<file path="src/rtl/segmux_ctrl.sv">
// segmux_ctrl: Wishbone-controlled time-multiplexed seven-segment driver with
// PWM brightness, per-digit blank/dp/blink and a raw-segment mode.
module segmux_ctrl #(
   parameter int unsigned DIGITS       = 8,
   parameter int unsigned SEG          = 7,
   parameter int unsigned CLK_DIV      = 1000,
   parameter int unsigned BLINK_FRAMES = 64,
   parameter bit          ACTIVE_LOW   = 1'b1
) (
   input  logic              clk_i,
   input  logic              rst_i,
   input  logic              wb_cyc_i,
   input  logic              wb_stb_i,
   input  logic              wb_we_i,
   input  logic [31:0]       wb_adr_i,
   input  logic [31:0]       wb_dat_i,
   input  logic [3:0]        wb_sel_i,
   output logic [31:0]       wb_dat_o,
   output logic              wb_ack_o,
   output logic              wb_stall_o,
   output logic [SEG-1:0]    seg_o,
   output logic              dp_o,
   output logic [DIGITS-1:0] an_o
);

   localparam int unsigned IDX_W = (DIGITS > 1) ? $clog2(DIGITS) : 1;
   localparam int unsigned PRE_W = $clog2(CLK_DIV);
   localparam int unsigned FRM_W = (BLINK_FRAMES > 1) ? $clog2(BLINK_FRAMES) : 1;
   localparam logic [IDX_W-1:0] IDX_LAST = IDX_W'(DIGITS - 1);
   localparam logic [PRE_W-1:0] PRE_LAST = PRE_W'(CLK_DIV - 1);
   localparam logic [FRM_W-1:0] FRM_LAST = FRM_W'(BLINK_FRAMES - 1);

   typedef enum logic {IDLE, ACK} bus_state_e;

   bus_state_e        state_q;
   logic [31:0]       dat_q;
   logic [3:0]        bright_q;
   logic              enable_q;
   logic              raw_q;
   logic [7:0]        dig_val_q [DIGITS];
   logic [DIGITS-1:0] dig_dp_q;
   logic [DIGITS-1:0] dig_blank_q;
   logic [DIGITS-1:0] dig_blink_q;

   logic [PRE_W-1:0]  presc_q, presc_d;
   logic [3:0]        pwm_q, pwm_d;
   logic [IDX_W-1:0]  idx_q, idx_d;
   logic [FRM_W-1:0]  frm_q, frm_d;
   logic              phase_q, phase_d;

   logic [DIGITS-1:0] an_q;
   logic [SEG-1:0]    seg_q;
   logic              dpo_q;

   logic [4:0]        word;
   logic              accept;
   logic [31:0]       rdata;
   logic [7:0]        cur_val;
   logic              cur_dp, cur_blank, cur_blink;
   logic              lit_c;
   logic [SEG-1:0]    seg_act;
   logic [DIGITS-1:0] an_act;
   logic              unused_bits;

   // Digit value to gfedcba pattern; codes 16..31 show nothing.
   function automatic logic [7:0] hexdisp(input logic [4:0] v);
      logic [7:0] s;
      case (v)
         5'h00: s = 8'h3F;  5'h01: s = 8'h06;  5'h02: s = 8'h5B;  5'h03: s = 8'h4F;
         5'h04: s = 8'h66;  5'h05: s = 8'h6D;  5'h06: s = 8'h7D;  5'h07: s = 8'h07;
         5'h08: s = 8'h7F;  5'h09: s = 8'h6F;  5'h0A: s = 8'h77;  5'h0B: s = 8'h7C;
         5'h0C: s = 8'h39;  5'h0D: s = 8'h5E;  5'h0E: s = 8'h79;  5'h0F: s = 8'h71;
         default: s = 8'h00;
      endcase
      return s;
   endfunction

   assign word        = wb_adr_i[6:2];
   assign accept      = (state_q == IDLE) && wb_cyc_i && wb_stb_i;
   assign wb_ack_o    = (state_q == ACK);
   assign wb_stall_o  = (state_q == ACK);
   assign wb_dat_o    = dat_q;
   assign an_o        = an_q;
   assign seg_o       = seg_q;
   assign dp_o        = dpo_q;
   assign unused_bits = ^{wb_adr_i[31:7], wb_adr_i[1:0], wb_dat_i[31:11], wb_sel_i, cur_val};

   // Register read mux
   always_comb begin
      rdata = '0;
      if (word == 5'd0) begin
         rdata = 32'({raw_q, enable_q, bright_q});
      end else if (word == 5'd1) begin
         rdata = 32'({enable_q, phase_q, 4'(idx_q)});
      end else if (word[4]) begin
         for (int i = 0; i < DIGITS; i++) begin
            if (word[3:0] == 4'(i)) begin
               rdata = 32'({dig_blink_q[i], dig_blank_q[i], dig_dp_q[i], dig_val_q[i]});
            end
         end
      end
   end

   // Bus FSM and register file
   always_ff @(posedge clk_i or posedge rst_i) begin
      if (rst_i) begin
         state_q     <= IDLE;
         dat_q       <= '0;
         bright_q    <= 4'd8;
         enable_q    <= 1'b0;
         raw_q       <= 1'b0;
         dig_dp_q    <= '0;
         dig_blank_q <= '1;
         dig_blink_q <= '0;
         for (int i = 0; i < DIGITS; i++) begin
            dig_val_q[i] <= '0;
         end
      end else begin
         case (state_q)
            IDLE: begin
               if (accept) begin
                  state_q <= ACK;
                  dat_q   <= wb_we_i ? 32'd0 : rdata;
                  if (wb_we_i && (word == 5'd0)) begin
                     bright_q <= wb_dat_i[3:0];
                     enable_q <= wb_dat_i[4];
                     raw_q    <= wb_dat_i[5];
                  end
                  for (int i = 0; i < DIGITS; i++) begin
                     if (wb_we_i && (word == 5'(16 + i))) begin
                        dig_val_q[i]   <= wb_dat_i[7:0];
                        dig_dp_q[i]    <= wb_dat_i[8];
                        dig_blank_q[i] <= wb_dat_i[9];
                        dig_blink_q[i] <= wb_dat_i[10];
                     end
                  end
               end
            end
            default: state_q <= IDLE;
         endcase
      end
   end

   // Prescaler -> pwm -> digit index -> frame -> blink phase chain
   always_comb begin
      presc_d = presc_q + PRE_W'(1);
      pwm_d   = pwm_q;
      idx_d   = idx_q;
      frm_d   = frm_q;
      phase_d = phase_q;
      if (presc_q == PRE_LAST) begin
         presc_d = '0;
         pwm_d   = pwm_q + 4'd1;
         if (pwm_q == 4'hF) begin
            idx_d = (idx_q == IDX_LAST) ? '0 : idx_q + IDX_W'(1);
            if (idx_q == IDX_LAST) begin
               frm_d = (frm_q == FRM_LAST) ? '0 : frm_q + FRM_W'(1);
               if (frm_q == FRM_LAST) begin
                  phase_d = ~phase_q;
               end
            end
         end
      end
   end

   always_comb begin
      cur_val   = '0;
      cur_dp    = 1'b0;
      cur_blank = 1'b0;
      cur_blink = 1'b0;
      for (int i = 0; i < DIGITS; i++) begin
         if (idx_q == IDX_W'(i)) begin
            cur_val   = dig_val_q[i];
            cur_dp    = dig_dp_q[i];
            cur_blank = dig_blank_q[i];
            cur_blink = dig_blink_q[i];
         end
      end
   end

   // pwm==15 can never be below a 4-bit bright, leaving a dark gap between digits
   assign lit_c   = enable_q && (pwm_q < bright_q) && !cur_blank && !(cur_blink && phase_q);
   assign seg_act = raw_q ? cur_val[SEG-1:0] : SEG'(hexdisp(cur_val[4:0]));
   assign an_act  = lit_c ? (DIGITS'(1) << idx_q) : '0;

   always_ff @(posedge clk_i or posedge rst_i) begin
      if (rst_i) begin
         presc_q <= '0;
         pwm_q   <= '0;
         idx_q   <= '0;
         frm_q   <= '0;
         phase_q <= 1'b0;
         an_q    <= {DIGITS{ACTIVE_LOW}};
         seg_q   <= {SEG{ACTIVE_LOW}};
         dpo_q   <= ACTIVE_LOW;
      end else begin
         presc_q <= presc_d;
         pwm_q   <= pwm_d;
         idx_q   <= idx_d;
         frm_q   <= frm_d;
         phase_q <= phase_d;
         an_q    <= an_act ^ {DIGITS{ACTIVE_LOW}};
         seg_q   <= (lit_c ? seg_act : '0) ^ {SEG{ACTIVE_LOW}};
         dpo_q   <= (lit_c && cur_dp) ^ ACTIVE_LOW;
      end
   end

endmodule

</file>
<file path="config.mk">
export PLATFORM = sky130hd
export DESIGN_NAME = segmux_ctrl
export DESIGN_NICKNAME = d
export VERILOG_FILES = /design/src/rtl/segmux_ctrl.sv
export SDC_FILE = /design/constraint.sdc
export NUM_CORES = 1
export LEC_CHECK = 0
export BUFFER_PORTS_ARGS = -buffer_cell sky130_fd_sc_hd__buf_4
export CAP_MARGIN = 5
export CORE_UTILIZATION = 55
export DETAILED_ROUTE_END_ITERATION = 7
export PLACE_DENSITY = 0.82
export SLEW_MARGIN = 20
export SYNTH_ARGS = -nofsm -noshare
export SYNTH_HDL_FRONTEND = slang
export SYNTH_SLANG_ARGS = --single-unit
</file>
<file path="constraint.sdc">
create_clock -name clk_i -period 5.6 [get_ports clk_i]
set_input_delay 0.28 -clock clk_i [delete_from_list [all_inputs] [get_ports clk_i]]
set_output_delay 0.28 -clock clk_i [all_outputs]
set_load 0.02 [all_outputs]
</file>
==> results.cfg <==
[clock_tree]
htree_num_levels = 4
maximum_clock_insertion_buffer_count = 2
clock_latency_of_the_later_clocked_register_in_the_worst_skew_pair_ps = 430
clk_pin_slew_ps = 60
cts_resized = 0
cts.root.buffer_cell = clkbuf_16
tritoncts_clock_tree = yes
number_of_sinks_handled_by_clock_tree_synthesis = 146
number_of_buffers_added_by_the_clock_tree_synthesis_step = 17

[global_routing]
first_pass_grt_wire_length_um = 33100
global_route.usage.met1_pct = 36.2
met3_track_utilization_from_global_routing_pct = 7.54
global_route.overflow_total = 0
grt.total_usage_pct = 29.7
grt_start_max_net_pins = 79
met2_usage_pct = 46.6
most_congested_layer_reported_by_global_routing = met2
grt_pass1_vias = 6399
number_of_antenna_violations_at_the_first_check_in_global_routing = 0

[final_layout]
design.final.nets = 848
sequential_cell_area_mm2 = 0.00368
final_layout_size_suffix_gt1_share_pct = 28.8
count_of_filler_cells_inserted_in_the_layout = 1065
syn2layout_area_growth_pct = 11.4
fin_cells = 950
postLayoutCellArea_mm2 = 0.00883
number_of_diodes_added_for_antenna_fixing = 0
multi_input_comb_area_mm2 = 0.00382
mostFrequentLayoutCells = dfrtp_1, mux2_2, nand2_1
most_frequent_standard_cell_in_the_layout_excluding_fill_and_tap_cells = dfrtp_1
finalCoreUtilization_pct = 63.1

[timing]
clock_skew_ps = 7.92
final_hold_viol_count = 0
worst-slew-pin-transition_ps = 1110
maxClockFrequency_mhz = 267
setup_violations = 0
timing.hold.ws_ps = 106
worst_max_slew_margin_expressed_relative_to_the_limit_pct = 25.7
timing.final.crit_period_ps = 3740
rsz0062_at_grt = false
post-route-period-util_pct = 66.9
number_of_pins_with_negative_max_slew_slack_in_the_final_report = 0
fin_tns_setup_ps = 0

[placed_design]
gp_congestion = 0.880
place.port_buffers = 49
placed_area_mm2 = 0.00824
hpwlAfterDp_um = 13400
placedCellCount = 917

[routing]
wl_um = 20500
dr_total_vias = 6175
postRouteAntennaNets = 0
wire_per_inst_um = 21.6
final_routed_drc_violation_total = 0
initialDrtViolationCount = 734
routed_via_density = 6.50
drt_first_pass_iters = 7

[pwr]
power-per-cell-area_mw_per_mm2 = 286
ir_drop_v = 0.000226
share_clk_of_total_power_pct = 43.5
power.combinational.fraction_pct = 10.4
total_leakage_power_nw = 4.05
total_switching_power_mw = 0.652
sequentialPowerShare_pct = 46.2
switching_share_pct = 25.8
cell_internal_pwr_mw = 1.87

[synth]
netlist.area_leader.share_pct = 38.2
yosysWarnings = 0
synth_edf_count = 0
share_of_flip_flops_with_an_asynchronous_set_or_reset_after_synthesis_pct = 100
synthCells = 731
ys_seq_area_share_pct = 46.5
synth_area_mm2 = 0.00792
yosys_most_used_dff = dfrtp_1
synth_top_cell_by_area = dfrtp_1
yosys_register_bits = 146
synth.area.top_cells = dfrtp_1, mux2_2, dfstp_2, nand2_1, ha_1
synth_unique_cells = 72
avgSynthCellArea_um2 = 10.8

[floorplanning]
initial_utilization_pct = 56.6
die_height_um = 122
rows = 43
die-area_mm2 = 0.0149
dieWidth_um = 122
core_area_mm2 = 0.0140
floorplan.io_pins = 123

[critical_path]
worstPathRequired_ps = 5950
r2r-start = idx_q[2]
crit_path_start = idx_q[2]
crit_path_end_kind = flop
critical_path_class = reg2reg
arrival_ps = 4090
critical_path_start_type = flop
worstPathMaxFanout = 20

[flow_run]
cap_violations = 0

[worst_hold_path]
hold_start = wb_we_i
hold_path.class = in2reg

[status]
status = finished, final reports clean
==> state kept, by name, summed over array words and instances, names as in the netlist, 6 cells and up <==
register / count
an_o: 8
dig_blank_q: 8
dig_blink_q: 8
dig_dp_q: 8
dig_val_q: 64
frm_q: 6
presc_q: 10
seg_o: 7
wb_dat_o: 11
==> synth_stat cells, drive strengths merged, types with 10 or more instances <==
cell type,instances
a21oi,40
buf,50
clkbuf,19
dfrtp,121
dfstp,25
ha,18
inv,23
mux2,87
mux2i,13
mux4,10
nand2,62
nand3,18
nor2,36
nor2b,12
o21ai,45
o31ai,10
==> worst max-delay path, stage by stage, from the launching register on <==
cell,delay [ps]
dfrtp_1,480
buf_4,280
inv_2,90
ha_1,690
nand2b_1,350
or2_1,310
a221oi_2,450
or2_1,360
nand2_1,130
o2111a_1,290
o31ai_2,210
==> worst paths after layout <==
check	endpoint	slack, ps	cells after the start
setup / recovery	seg_o[1]	1860	10
setup reg to reg	seg_o[1]	1860	10
max in group asynchronous	dig_val_q[27]	3780	4
min in group asynchronous	wb_dat_o[5]	510	3
hold reg to reg	presc_q[0]	480	1
hold / removal	wb_dat_o[0]	110	2
==> power groups by stage <==
stage | Sequential [mW] | Clock, mW | Combinational, mW
finish | 1.17 | 1.10 | 0.262
global route | 1.17 | 1.16 | 0.286
CTS | 1.16 | 1.11 | 0.259
detailed placement | 1.18 | 0 | 0.256
global placement | 1.17 | 0 | 0.245
floorplan | 1.17 | 0 | 0.193
==> cells by family (layout without fill, tap and decap cells) <==
logic type / count (synthesis) / count (layout) / synth area share (%)
AND/OR/NAND/NOR: 177 / 177 / 11.0
other: 1 / 21 / 0.0473
multiplexers: 110 / 110 / 16.9
AO/OA/AOI/OAI: 173 / 173 / 15.1
flip-flops: 146 / 146 / 46.5
adder cells (fa/ha/maj): 18 / 18 / 2.84
XOR/XNOR: 13 / 13 / 1.44
buffers and inverters: 93 / 112 / 6.18
==> metrics by stage <==
stage               worst slack (ps)  power (mW)
finish                          1860        2.53
global route                    1680        2.62
CTS                             2010        2.53
detailed placement              2060        1.44
global placement                2150        1.42
floorplan                       1440        1.37
==> what timing repair did <==
item | 4_1_cts | 5_1_grt
endpoints found under the hold margin | 61 | 0
endpoints found under the setup margin | 0 | 0
hold buffers | 1 | 0
setup buffers | 0 | 0
==> layout make-up <==
cell class,instances,area share (%)
Multi-Input combinational cell,512,43.3
Sequential cell,146,41.7
Clock buffer,20,5.29
Timing Repair Buffer,56,4.79
Tap cell,180,2.55
Clock inverter,12,1.22
Inverter,24,1.11
==> layer usage <==
metal	vias up	share of wire, %
li1	2664	-
met4	0	4.9
met1	3064	38
met5	-	0
met2	358	48
met3	89	8.6
(Power assumes the default switching activity.)
